<file path="config.mk">
export PLATFORM = sky130hd
export DESIGN_NAME = tpg_mode_sched
export DESIGN_NICKNAME = d
export VERILOG_FILES = /design/src/rtl/tpg_mode_sched_pkg.sv /design/src/rtl/tpg_mode_sched_btn_debounce.sv /design/src/rtl/tpg_mode_sched.sv
export SDC_FILE = /design/constraint.sdc
export NUM_CORES = 1
export LEC_CHECK = 0
export CAP_MARGIN = 20
export CORE_ASPECT_RATIO = 1.1
export CORE_MARGIN = 2
export CORE_UTILIZATION = 45
export DETAILED_ROUTE_END_ITERATION = 16
export PLACE_DENSITY_LB_ADDON = 0.3
export SYNTH_ARGS = -nofsm -noshare
export SYNTH_HDL_FRONTEND = slang
export SYNTH_SLANG_ARGS = --single-unit
</file>
<file path="constraint.sdc">
create_clock -name clk_pix -period 2.3 [get_ports clk_pix]
set_input_delay 0.46 -clock clk_pix [delete_from_list [all_inputs] [get_ports clk_pix]]
set_output_delay 0.46 -clock clk_pix [all_outputs]
set_load 0.03 [all_outputs]
</file>
<file path="src/rtl/tpg_mode_sched_pkg.sv">
// ----------------------------------------------------------------------------
// tpg_mode_sched_pkg
// Shared video definitions used by tpg, vga_timing and tpg_mode_sched:
//   - tpg_mode_t     : test-pattern mode encoding (bars/grid/checker/markers)
//   - V_ACTIVE       : first vertical blanking line index
//   - sched_state_t  : mode-scheduler FSM states
//   - mode_step()    : next mode in the cycling order, wrapping 3 -> 0
// ----------------------------------------------------------------------------
package tpg_mode_sched_pkg;

   typedef enum logic [1:0] {
      MODE_BARS  = 2'd0,
      MODE_GRID  = 2'd1,
      MODE_CHECK = 2'd2,
      MODE_CHAR  = 2'd3
   } tpg_mode_t;

   localparam int unsigned V_ACTIVE = 480;

   typedef enum logic {
      ST_RUN  = 1'b0,
      ST_PEND = 1'b1
   } sched_state_t;

   // Natural 2-bit overflow gives the 3 -> 0 wrap.
   function automatic logic [1:0] mode_step(input logic [1:0] m);
      return m + 2'd1;
   endfunction

endpackage

</file>
<file path="src/rtl/tpg_mode_sched_btn_debounce.sv">
// ----------------------------------------------------------------------------
// btn_debounce
// Two-flop synchronizer followed by a level debouncer for a raw push-button.
// The stable level only follows the synchronized level after it has differed
// for DEBOUNCE_CYCLES consecutive cycles; btn_rise pulses for one cycle when
// the stable level goes 0 -> 1.
// Ports:
//   clk_pix   in  : pixel clock
//   reset     in  : synchronous active-high reset
//   btn_raw   in  : asynchronous button, high = pressed
//   btn_rise  out : one-cycle pulse on an accepted press
// ----------------------------------------------------------------------------
module btn_debounce #(
   parameter int unsigned DEBOUNCE_CYCLES = 250000
) (
   input  logic clk_pix,
   input  logic reset,
   input  logic btn_raw,
   output logic btn_rise
);

   localparam int unsigned CNT_W = (DEBOUNCE_CYCLES > 1) ? $clog2(DEBOUNCE_CYCLES) : 1;
   localparam logic [CNT_W-1:0] CNT_LAST = CNT_W'(DEBOUNCE_CYCLES - 1);

   logic             sync_1;
   logic             sync_2;
   logic             stable;
   logic [CNT_W-1:0] cnt;

   always_ff @(posedge clk_pix) begin
      if (reset) begin
         sync_1   <= 1'b0;
         sync_2   <= 1'b0;
         stable   <= 1'b0;
         cnt      <= '0;
         btn_rise <= 1'b0;
      end else begin
         sync_1   <= btn_raw;
         sync_2   <= sync_1;
         btn_rise <= 1'b0;
         if (sync_2 != stable) begin
            if (cnt == CNT_LAST) begin
               stable   <= sync_2;
               cnt      <= '0;
               // Only the press direction generates a request.
               btn_rise <= sync_2;
            end else begin
               cnt <= cnt + 1'b1;
            end
         end else begin
            cnt <= '0;
         end
      end
   end

endmodule

</file>
<file path="src/rtl/tpg_mode_sched.sv">
// ----------------------------------------------------------------------------
// tpg_mode_sched
// Selects the test-pattern mode. Requests (button press, auto-cycle step,
// direct cfg_load) are held in a single pending slot and applied only at the
// frame boundary (hcount==0, vcount==V_ACTIVE), so every mode change lands in
// vertical blanking.
// Ports:
//   clk_pix       in  : pixel clock, only clock
//   reset         in  : synchronous active-high reset
//   hcount[9:0]   in  : horizontal position
//   vcount[9:0]   in  : vertical position
//   btn_next      in  : raw push-button, high = pressed
//   auto_en       in  : level, enables auto-cycling every AUTO_FRAMES frames
//   cfg_load      in  : one-cycle pulse, load cfg_mode directly
//   cfg_mode[1:0] in  : target mode for cfg_load
//   mode[1:0]     out : registered current mode
//   mode_changed  out : one-cycle pulse with each mode update
//   frame_tick    out : one-cycle pulse the cycle after each frame boundary
// ----------------------------------------------------------------------------
module tpg_mode_sched #(
   parameter int unsigned DEBOUNCE_CYCLES = 250000,
   parameter int unsigned AUTO_FRAMES     = 120,
   parameter int unsigned V_ACTIVE        = tpg_mode_sched_pkg::V_ACTIVE
) (
   input  logic       clk_pix,
   input  logic       reset,
   input  logic [9:0] hcount,
   input  logic [9:0] vcount,
   input  logic       btn_next,
   input  logic       auto_en,
   input  logic       cfg_load,
   input  logic [1:0] cfg_mode,
   output logic [1:0] mode,
   output logic       mode_changed,
   output logic       frame_tick
);

   import tpg_mode_sched_pkg::*;

   localparam logic [9:0] VACT_LINE = 10'(V_ACTIVE);
   localparam int unsigned AUTO_W = (AUTO_FRAMES > 1) ? $clog2(AUTO_FRAMES) : 1;
   localparam logic [AUTO_W-1:0] AUTO_LAST = AUTO_W'(AUTO_FRAMES - 1);

   sched_state_t      state;
   logic [1:0]        target;
   logic [AUTO_W-1:0] auto_cnt;

   logic       btn_rise;
   logic       boundary;
   logic       auto_wrap;
   logic       take_inc;
   logic       new_req;
   logic [1:0] next_target;

   btn_debounce #(
      .DEBOUNCE_CYCLES(DEBOUNCE_CYCLES)
   ) u_btn_debounce (
      .clk_pix (clk_pix),
      .reset   (reset),
      .btn_raw (btn_next),
      .btn_rise(btn_rise)
   );

   assign boundary = (hcount == '0) && (vcount == VACT_LINE);

   // Request arbitration. cfg_load always wins and overwrites a pending
   // target; an INC (button or auto wrap) is taken only from RUN. The
   // resulting target is used both to fill the slot and, in the boundary
   // cycle itself, to update mode directly.
   always_comb begin
      auto_wrap   = 1'b0;
      take_inc    = 1'b0;
      new_req     = 1'b0;
      next_target = target;

      auto_wrap = auto_en && boundary && (auto_cnt == AUTO_LAST);
      take_inc  = (btn_rise || auto_wrap) && (state == ST_RUN) && !cfg_load;
      new_req   = cfg_load || take_inc;

      if (cfg_load)
         next_target = cfg_mode;
      else if (take_inc)
         next_target = mode_step(mode);
   end

   always_ff @(posedge clk_pix) begin
      if (reset) begin
         state        <= ST_RUN;
         target       <= MODE_BARS;
         mode         <= MODE_BARS;
         mode_changed <= 1'b0;
         frame_tick   <= 1'b0;
         auto_cnt     <= '0;
      end else begin
         frame_tick   <= boundary;
         mode_changed <= 1'b0;

         // Any explicit user action restarts the auto-cycle interval.
         if (!auto_en || cfg_load || (btn_rise && state == ST_RUN))
            auto_cnt <= '0;
         else if (boundary)
            auto_cnt <= auto_wrap ? '0 : auto_cnt + 1'b1;

         case (state)
            ST_RUN: begin
               if (new_req) begin
                  if (boundary) begin
                     mode         <= next_target;
                     mode_changed <= 1'b1;
                  end else begin
                     target <= next_target;
                     state  <= ST_PEND;
                  end
               end
            end
            ST_PEND: begin
               if (boundary) begin
                  mode         <= next_target;
                  mode_changed <= 1'b1;
                  state        <= ST_RUN;
               end else begin
                  target <= next_target;
               end
            end
            default: state <= ST_RUN;
         endcase
      end
   end

endmodule

</file>
==> results of run 1 <==
==> synth_stat cells, drive strengths merged (2+ instances only) <==
library cell and count:
nand4 4, inv 5, a211oi 3, xor2 12, nor2b 3, mux2i 2, nand3 13, ha 2
dfxtp 36, or3 3, nand4b 2, nor3 8, xnor2 12, a21oi 3, and4 2, nor4 7
o21ai 2, buf 3, and3 4, nand2 9, nor2 34
==> worst min-delay path by stage <==
stage	slack [ns]	endpoint	depth (start not counted)	startpoint
floorplan	0.41	u_btn_debounce.sync_2$_SDFF_PP0_	1	u_btn_debounce.sync_1$_SDFF_PP0_
global placement	0.42	u_btn_debounce.sync_2$_SDFF_PP0_	1	u_btn_debounce.sync_1$_SDFF_PP0_
detailed placement	0.43	u_btn_debounce.sync_2$_SDFF_PP0_	1	u_btn_debounce.sync_1$_SDFF_PP0_
CTS	0.45	u_btn_debounce.sync_2$_SDFF_PP0_	1	u_btn_debounce.sync_1$_SDFF_PP0_
global route	0.47	u_btn_debounce.sync_2$_SDFF_PP0_	1	u_btn_debounce.sync_1$_SDFF_PP0_
finish	0.44	u_btn_debounce.sync_2$_SDFF_PP0_	1	u_btn_debounce.sync_1$_SDFF_PP0_
==> area by class of cell <==
cell class / count / area share, %
well taps: 50 / 2.890
clock buffers: 6 / 3.353
multi-input cells: 139 / 43.41
flip-flops and latches: 36 / 33.29
inverters: 5 / 0.8671
repair buffers: 36 / 15.95
clock inverters: 1 / 0.2312
==> layer usage <==
metal	vias to the layer above	GRT usage, %	share of wire [%]
li1	727	-	-
met1	619	19.98	47
met2	39	28.49	45
met3	9	6.494	5.3
met4	0	6.944	2.3
met5	-	0	0
==> cells by family (layout without fill, tap and decap cells) <==
group / count (synthesis) / after routing / synth area share [%]
AOI/OAI and AO/OA: 16 / 16 / 8.199
xor gates and xnor gates: 24 / 24 / 12.30
adders and majority gates: 2 / 2 / 1.464
buffers and inverters: 9 / 48 / 2.855
DFF: 36 / 36 / 42.17
muxes: 2 / 2 / 1.171
and+or+nand+nor: 95 / 95 / 31.85
==> registers in the layout, summed over array words and instances, names as in the netlist <==
register	flops
mode	2
target	2
u_btn_debounce.sync_2	1
u_btn_debounce.btn_rise	1
auto_cnt	7
state	1
u_btn_debounce.sync_1	1
frame_tick	1
u_btn_debounce.stable	1
u_btn_debounce.cnt	18
mode_changed	1
==> power groups by stage <==
stage / sequential [mW] / combinational, mW / clock (mW)
after detailed placement: 0.649 / 0.0840 / 0
final: 0.635 / 0.0841 / 0.424
after global placement: 0.649 / 0.0836 / 0
after global routing: 0.635 / 0.0922 / 0.461
after CTS: 0.635 / 0.0846 / 0.433
after floorplan: 0.648 / 0.0293 / 0
==> stage by stage <==
| step | cell area, sq um | cells |
|---|---|---|
| after floorplan | 1709 | 184 |
| after global placement | 2087 | 266 |
| after detailed placement | 2087 | 266 |
| after CTS | 2165 | 273 |
| after global routing | 2165 | 273 |
| final | 2165 | 273 |
==> critical path, delay by kind of cell <==
kind / cells / cell delay, ns
buffers and inverters: 1 / 0.44
AO/OA/AOI/OAI: 2 / 0.38
AND/OR/NAND/NOR: 3 / 0.80
==> out/qor.txt, run 1 <==
status = completed
Max Cap Viol = 0
CTS H-tree lvls = 2
RSZ-0062 raised after global routing = false
clock power share = 37.1%
Final Critical Period = 1.930 ns
Post-CTS Resized = 0
Fin Clk Skew = 0.004250 ns
fmax = 0.5181 GHz
Post-Synthesis Cell Area = 0.001709 sq mm
Synth-to-Final Area Change = 26.65%
Setup Fix Bufs, Post-CTS = 0
initial antenna violation count = 0
Initial Util = 46.76%
FF-to-FF path depth = 6
commonest cells after routing, fill and taps aside = 36 x dfxtp_1, 34 x nor2_1, 30 x clkdlybuf4s50_1
placer congestion estimate = 0.8773
hold violation count in the final report = 0
vias in the first global route = 1336
DRC errors left = 0
worst path arrival time = 2.08 ns
commonest non-fill, non-tap cell in the layout = dfxtp_1
Sw Share = 22.27%
Detailed Route WL = 3279 um
final setup fails = 0
DRT antenna net count = 0
#FFs+latches synth = 36
Critical Path, Cell by Cell = clkdlybuf4s50_1 -> nor4_4 -> nand3_4 -> or2_1 -> o311ai_4 -> a41oi_1
initial DRC count = 61
multi-input logic area = 939.7 sq um
Setup WS post-layout = 0.3697 ns
Tightest Pin Transition = 0.4449 ns
largest area contributor in the netlist = dfxtp_1
full die area = 0.004308 sq mm
required time of the critical path = 2.45 ns
Syn Nets = 213
Synth Flop Type = dfxtp_1
switching power of the nets = 254.6 uW
clk sinks = 36
vias per std cell = 5.106
share of cells above drive strength 1 = 8.969%
first-pass GRT wire length = 5623 um
antenna cells = 0
FF+latch area = 720.7 sq um
Seq/Total Area, Yosys = 42.17%
Clock transition at path regs = 0.07 ns
wire length per cell = 12.01 um
max_slew headroom = 70.34%
worst hold slack = 0.4426 ns
Period Utilization, post-route = 83.93%
CTS Buf Count = 5
post-route setup TNS = 0 ns
reg-to-reg slack, setup = 0.44 ns
Distinct cells, synth = 43
DIE WIDTH = 62.76 um
Synthesis Warnings = 0
Root Driver = clkbuf_8
endpoint class of the critical path = flop
via count of the routed design = 1394
Syn Area/Cell = 9.289 sq um
Comb pwr share = 7.4%
Final #Nets = 252
post-synth top area share = 42.17%
leakage = 0.7338 nW
chip height = 68.64 um
largest net degree at the start of global routing = 19
Startpoint Class = input port
Port-buffer cells = 30
CP peak stage delay = 0.44 ns
PwrDens = 528.2 mW/mm^2
worst hold path type = flop to flop
Boundary Pins = 31
CP Capture Point = mode[1]$_SDFFE_PP0P_
EDFF count, synth = 0
dpl ws = 0.05978 ns
Reg power frac = 55.6%
deepest clock path buffer count = 2
critical-path maximum fanout = 6
Fillers = 324
maximum VDD drop = 282.8 uV
Synth area leaders = dfxtp_1 42%, nor2_1 7.5%, xnor2_1 6.1%
row cnt = 23
Core Util, Final = 59.23%
P_int = 888.8 uW
r2r endpoint = mode[0]$_SDFFE_PP0P_
gr usage total = 17.03%
critical path's slowest cell = clkdlybuf4s50_1
Pwr Total = 1.143 mW
Worst Setup SP = vcount[0]
final slew viol count = 0
FFs w/ async S/R, synth = 0%
Reg-to-Reg Start = auto_cnt[0]$_SDFFE_PP0N_
cell count after synthesis = 184
critical path class = input port to flop
Post-DP HPWL = 2439 um
clk_lat worst skew = 0.29 ns
DRT Pass-1 Iters = 4
area of the core = 0.003655 sq mm
total grt overflow = 0
CTS tree = yes
CTS hold repair buffers = 0
Note: power is estimated with default switching activity, not from simulation.
==> run 2: changes to the inputs <==
clock period = 1.7 ns   (was 2.3 ns; I/O delays follow)
==> run 2 against run 1 <==
Net effect:
- the flow now finishes with violations (negative setup slack)
- clock power grew 76%
- combinational power grew 50%
- total power grew 51%
- critical path type unchanged
- highest routed layer unchanged
==> out/qor.txt, run 2 (synthesis gave the netlist of run 1 again) <==
status = finished, violations left
failing checks = negative setup slack
Reg power frac = 49.6% (-6.0 points)
CTS Buf Count = 5 (unchanged)
CP Capture Point = mode[1]$_SDFFE_PP0P_
largest registers = u_btn_debounce.cnt (18), auto_cnt (7)
Clock transition at path regs = 0.07 ns (about the same)
Fin Clk Skew = 0.006116 ns (+0.001866 ns)
worst path arrival time = 1.89 ns (-0.19 ns)
required time of the critical path = 1.86 ns (-0.59 ns)
DRT Pass-1 Iters = 4 (unchanged)
Fillers = 297 (-8.3%)
initial antenna violation count = 0 (unchanged)
switching power of the nets = 369.0 uW (+45%)
clk_lat worst skew = 0.29 ns (about the same)
reg-to-reg slack, setup = 0.04 ns (-0.40 ns)
row cnt = 23 (unchanged)
via count of the routed design = 1497 (+7.4%)
CTS hold repair buffers = 0 (unchanged)
Finished Layout Cells = 293 (+7.3%)
vias in the first global route = 1304 (-2.4%)
critical-path maximum fanout = 4 (-2)
Max Cap Viol = 0 (unchanged)
wire length per cell = 12.54 um (+4.4%)
worst hold slack = 0.4578 ns (+0.01522 ns)
CTS H-tree lvls = 2 (unchanged)
max_slew headroom = 66.85% (-3.5 points)
endpoint class of the critical path = flop
Comb pwr share = 7.3% (about the same)
Inst Count DP = 279 (+4.9%)
Core Util, Final = 67.89% (+8.7 points)
share of cells above drive strength 1 = 22.63% (+14 points)
placer congestion estimate = 0.8531 (-2.8%)
final setup fails = 2 (+2)
worst hold path type = flop to flop
maximum VDD drop = 449.1 uV (+59%)
max FFs per register = 18 (unchanged)
Boundary Pins = 31 (unchanged)
CTS tree = yes
Period Utilization, post-route = 101.5%
Post-DP HPWL = 2420 um (-0.80%)
leakage = 0.9922 nW (+35%)
commonest cells after routing, fill and taps aside = 34 x dfxtp_1, 33 x nor2_1, 21 x buf_4, 18 x clkdlybuf4s50_1
Detailed Route WL = 3673 um (+12%)
Port-buffer cells = 30 (unchanged)
Worst Setup SP = hcount[4]
initial DRC count = 38 (-38%)
Sw Share = 21.34% (-0.93 points)
Final Critical Period = 1.726 ns
hold violation count in the final report = 0 (unchanged)
chip height = 68.64 um (unchanged)
fmax = 0.5795 GHz
FF-to-FF path depth = 6 (unchanged)
PwrDens = 696.8 mW/mm^2 (+32%)
DRT antenna net count = 0 (unchanged)
Startpoint Class = input port
Pwr Total = 1.729 mW (+51%)
DIE WIDTH = 62.76 um (unchanged)
DRC errors left = 0 (unchanged)
full die area = 0.004308 sq mm (unchanged)
Most flops, register = u_btn_debounce.cnt
total grt overflow = 0 (unchanged)
clk sinks = 36 (unchanged)
critical path class = input port to flop
Design Area, Final = 0.002481 sq mm (+15%)
Tightest Pin Transition = 0.4934 ns (+0.04852 ns)
commonest non-fill, non-tap cell in the layout = dfxtp_1
P_int = 1.360 mW (+53%)
Initial Util = 46.76% (unchanged)
first-pass GRT wire length = 5533 um (-1.6%)
vias per std cell = 5.109 (about the same)
Setup WS post-layout = -0.02567 ns (-0.3954 ns)
r2r endpoint = mode[1]$_SDFFE_PP0P_
antenna cells = 0 (unchanged)
largest net degree at the start of global routing = 19 (unchanged)
area of the core = 0.003655 sq mm (unchanged)
Final #Nets = 271 (+7.5%)
deepest clock path buffer count = 2 (unchanged)
Root Driver = clkbuf_8
final slew viol count = 0 (unchanged)
Reg-to-Reg Start = auto_cnt[0]$_SDFFE_PP0N_
clock power share = 43.1% (+6.0 points)
Placement Cell Area = 0.002197 sq mm (+5.3%)
Synth-to-Final Area Change = 45.17%
gr usage total = 16.36% (-0.67 points)
==> run 2: changes by cell type in the layout (fill, tap and decap cells not counted), moves of 2 or more <==
cell,previous run,this run
dlygate4sd2_1,0,4
dfxtp_2,0,2
nor4_1,5,2
nor4_4,1,3
dfxtp_1,36,34
clkdlybuf4s50_1,30,18
buf_4,6,21
dlymetal6s2s_1,0,8
buf_6,0,3
==> run 2: worst min-delay path by stage <==
stage                     cells after the start                               end                        startpoint
final                                         1  u_btn_debounce.sync_2$_SDFF_PP0_  u_btn_debounce.sync_1$_SDFF_PP0_
after global routing                          1  u_btn_debounce.sync_2$_SDFF_PP0_  u_btn_debounce.sync_1$_SDFF_PP0_
after CTS                                     1  u_btn_debounce.sync_2$_SDFF_PP0_  u_btn_debounce.sync_1$_SDFF_PP0_
after detailed placement                      1  u_btn_debounce.sync_2$_SDFF_PP0_  u_btn_debounce.sync_1$_SDFF_PP0_
after global placement                        1  u_btn_debounce.sync_2$_SDFF_PP0_  u_btn_debounce.sync_1$_SDFF_PP0_
after floorplan                               1  u_btn_debounce.sync_2$_SDFF_PP0_  u_btn_debounce.sync_1$_SDFF_PP0_
==> run 2: power groups by stage <==
stage | combinational [mW] | clock, mW | sequential, mW
final | 0.126 | 0.745 | 0.858
after global routing | 0.135 | 0.800 | 0.858
after CTS | 0.122 | 0.759 | 0.857
after detailed placement | 0.122 | 0 | 0.877
after global placement | 0.121 | 0 | 0.877
after floorplan | 0.0396 | 0 | 0.876
==> run 2: cell type report <==
cell class / instances / area [sq um] / area share (%)
sequential: 36 / 723.2 / 29.15
clock buffer: 5 / 68.82 / 2.774
tap: 50 / 62.56 / 2.521
clock inverter: 3 / 42.54 / 1.715
multi-input combinational: 139 / 1039 / 41.86
inverter: 5 / 18.77 / 0.7564
timing repair buffer: 55 / 526.8 / 21.23
==> run 2: timing repair <==
item                                    in CTS  in global routing
pin swaps                                    3                 13
resized for setup                            8                 26
buffers inserted                             0                  6
endpoints found under the setup margin      12                 30
==> run 2: critical path, cell delays in order <==
cell	delay, ns
clkdlybuf4s50_1	0.41
nor4_2	0.24
nand2_1	0.18
buf_6	0.17
a211oi_4	0.27
buf_4	0.17
a41oi_2	0.11
==> run 2: per-layer routing <==
layer  wire length [um]  part of all wire [%]  vias to the layer above  GRT usage (%)
li1                   -                     -                      761              -
met1               1590                    43                      690          18.40
met2               1884                    51                       41          30.38
met3                151                   4.1                        5          4.870
met4                 46                   1.3                        0          5.000
met5                  0                     0                        -              0
==> run 2: through the flow <==
step,TNS [ns],setup WS (ns)
2_1_floorplan,0,0.06973
3_3_place_gp,-4.174,-0.3986
3_5_place_dp,-4.452,-0.4023
4_1_cts,-0.01637,-0.01637
5_1_grt,-0.9050,-0.1269
6_report,-0.02982,-0.02567
==> run 3: changes to the inputs <==
CTS_BUF_LIST = sky130_fd_sc_hd__clkbuf_8   (was not set)
REMOVE_ABC_BUFFERS = 1   (was not set)
==> run 3 against run 2 <==
Net effect:
- the run now ends clean
- global-route usage grew 1.0 points
- clock power shrank 16%
- clock skew grew 0.00096 ns
- sequential power is essentially flat
- total power shrank 7.1%
- fmax grew 6.3%
- core utilization shrank 1.8 points
- via count shrank 3.5%
- largest cell class unchanged
- largest power group unchanged
- highest routed layer unchanged
==> out/qor.txt, run 3 (synthesis gave the netlist of run 1 again) <==
RSZ-0062 raised after global routing = true
initial antenna violation count = 0 (unchanged)
CTS tree = yes
FF+latch area = 723.2 sq um (unchanged)
metal2 WL = 1698 um (-9.9%)
Startpoint Class = flop
Initial Util = 46.76% (unchanged)
area of the core = 0.003655 sq mm (unchanged)
first-pass GRT wire length = 5761 um (+4.1%)
share of cells above drive strength 1 = 19.83% (-2.8 points)
Critical Path, Cell by Cell = ha_4 -> and4_4 -> nand4b_4 -> a211oi_4 -> nor2_1 -> a311oi_1
CTS hold repair buffers = 0 (unchanged)
wire length per cell = 12.17 um (-2.9%)
max FFs per register = 18 (unchanged)
leakage = 0.9738 nW (-1.8%)
DRT antenna net count = 0 (unchanged)
final slew viol count = 0 (unchanged)
chip height = 68.64 um (unchanged)
critical path's slowest cell = dfxtp_2
status = completed
CP delay by family, top = compound AO/OA/AOI/OAI gates
Final Critical Period = 1.623 ns (-0.1029 ns)
Fillers = 301 (+1.3%)
Most flops, register = u_btn_debounce.cnt
PwrDens = 665.1 mW/mm^2 (-4.5%)
Port-buffer cells = 30 (unchanged)
endpoint class of the critical path = flop
worst hold slack = 0.4458 ns (-0.01195 ns)
met3 wire len = 98 um (-35%)
DRT Pass-1 Iters = 5 (+1)
hold violation count in the final report = 0 (unchanged)
vias per std cell = 5.035 (-1.5%)
antenna cells = 0 (unchanged)
clk_lat worst skew = 0.29 ns (about the same)
CP peak stage delay = 0.37 ns (-0.04 ns)
Post-DP HPWL = 2556 um (+5.6%)
Pwr Total = 1.605 mW (-7.1%)
critical path class = flop to flop
final setup fails = 0 (-2)
Setup WS post-layout = 0.07721 ns (+0.1029 ns)
Fin Clk Skew = 0.007076 ns (+0.0009603 ns)
max_slew headroom = 64.52% (-2.3 points)
Root Driver = clkbuf_8
commonest cells after routing, fill and taps aside = 34 x nor2_1, 34 x dfxtp_1, 16 x buf_4, 13 x dlymetal6s2s_1
full die area = 0.004308 sq mm (unchanged)
largest net degree at the start of global routing = 12 (-7)
via count of the routed design = 1445 (-3.5%)
largest registers = u_btn_debounce.cnt (18), auto_cnt (7)
row cnt = 23 (unchanged)
worst path arrival time = 1.83 ns (-0.06 ns)
worst hold path type = flop to flop
gr usage total = 17.35% (+1.0 points)
WL met1 = 1653 um (+4.0%)
deepest clock path buffer count = 2 (unchanged)
multi-input logic area = 0.001036 sq mm (-0.24%)
CTS Buf Count = 5 (unchanged)
maximum VDD drop = 663.5 uV (+48%)
vias in the first global route = 1358 (+4.1%)
Boundary Pins = 31 (unchanged)
dpl ws = -0.4399 ns (-0.03758 ns)
critical-path maximum fanout = 4 (unchanged)
placer congestion estimate = 0.8232 (-3.5%)
top routing layer in use = met4
DIE WIDTH = 62.76 um (unchanged)
total grt overflow = 0 (unchanged)
clk sinks = 36 (unchanged)
required time of the critical path = 1.90 ns (+0.04 ns)
Max Cap Viol = 0 (unchanged)
initial DRC count = 67 (+76%)
Period Utilization, post-route = 95.46% (-6.1 points)
Synth-to-Final Area Change = 41.21%
Clock transition at path regs = 0.07 ns (about the same)
CTS H-tree lvls = 2 (unchanged)
DRC errors left = 0 (unchanged)
fmax = 0.6162 GHz (+6.3%)
Detailed Route WL = 3493 um (-4.9%)
Final #Nets = 265 (-2.2%)
Setup Fix Bufs, Post-CTS = 0 (unchanged)
CP bufs+invs = 0 (-3)
Tightest Pin Transition = 0.5281 ns (+0.03467 ns)
## run 3: worst reg2reg max path: cells and delay by family, from the launching register on
| kind | cells | cell delay, ns |
|---|---|---|
| adder cells (fa/ha/maj) | 1 | 0.14 |
| flip-flops | 1 | 0.37 |
| AO/OA/AOI/OAI | 2 | 0.55 |
| AND/OR/NAND/NOR | 3 | 0.48 |
## run 3: routing by layer
| metal | track usage [%] | up-vias |
|---|---|---|
| met1 | 20.70 | 667 |
| li1 | - | 750 |
| met5 | 0 | - |
| met3 | 4.870 | 4 |
| met2 | 28.63 | 24 |
| met4 | 10.00 | 0 |
## run 3: through the flow
| stage | util, % | TNS (ns) | area, sq um | cells |
|---|---|---|---|---|
| after floorplan | - | 0 | 1679 | 180 |
| final | 66.04 | 0 | 2414 | 287 |
| after global placement | 59.77 | -3.987 | 2185 | 279 |
| after global routing | 66.04 | -0.008973 | 2414 | 287 |
| after CTS | 62.99 | 0 | 2302 | 287 |
| after detailed placement | 59.77 | -4.652 | 2185 | 279 |
## run 3: layout make-up
class,instances,share of cell area [%]
clock buffer,6,3.421
clock inverter,2,0.4666
timing repair buffer,49,19.85
sequential,36,29.96
multi-input combinational,139,42.92
inverter,5,0.7776
tap,50,2.592
## run 3: worst paths after layout
path	from	to	slack (ns)	cells past startpoint
max reg2reg	auto_cnt[1]$_SDFFE_PP0N_	mode[0]$_SDFFE_PP0P_	0.08	6
max	auto_cnt[1]$_SDFFE_PP0N_	mode[0]$_SDFFE_PP0P_	0.08	6
min	u_btn_debounce.sync_1$_SDFF_PP0_	u_btn_debounce.sync_2$_SDFF_PP0_	0.45	1
min reg2reg	u_btn_debounce.sync_1$_SDFF_PP0_	u_btn_debounce.sync_2$_SDFF_PP0_	0.45	1
## run 3: power by group
part	switching, mW	internal, mW
registers	0.00727	0.851
clock network	0.303	0.323
logic	0.0490	0.0720
## run 3: what timing repair did
action                                  CTS  global route
gates resized for setup                  12            28
pin swaps                                 7            14
endpoints found under the setup margin   12            31
hold endpoints to repair                  0             0
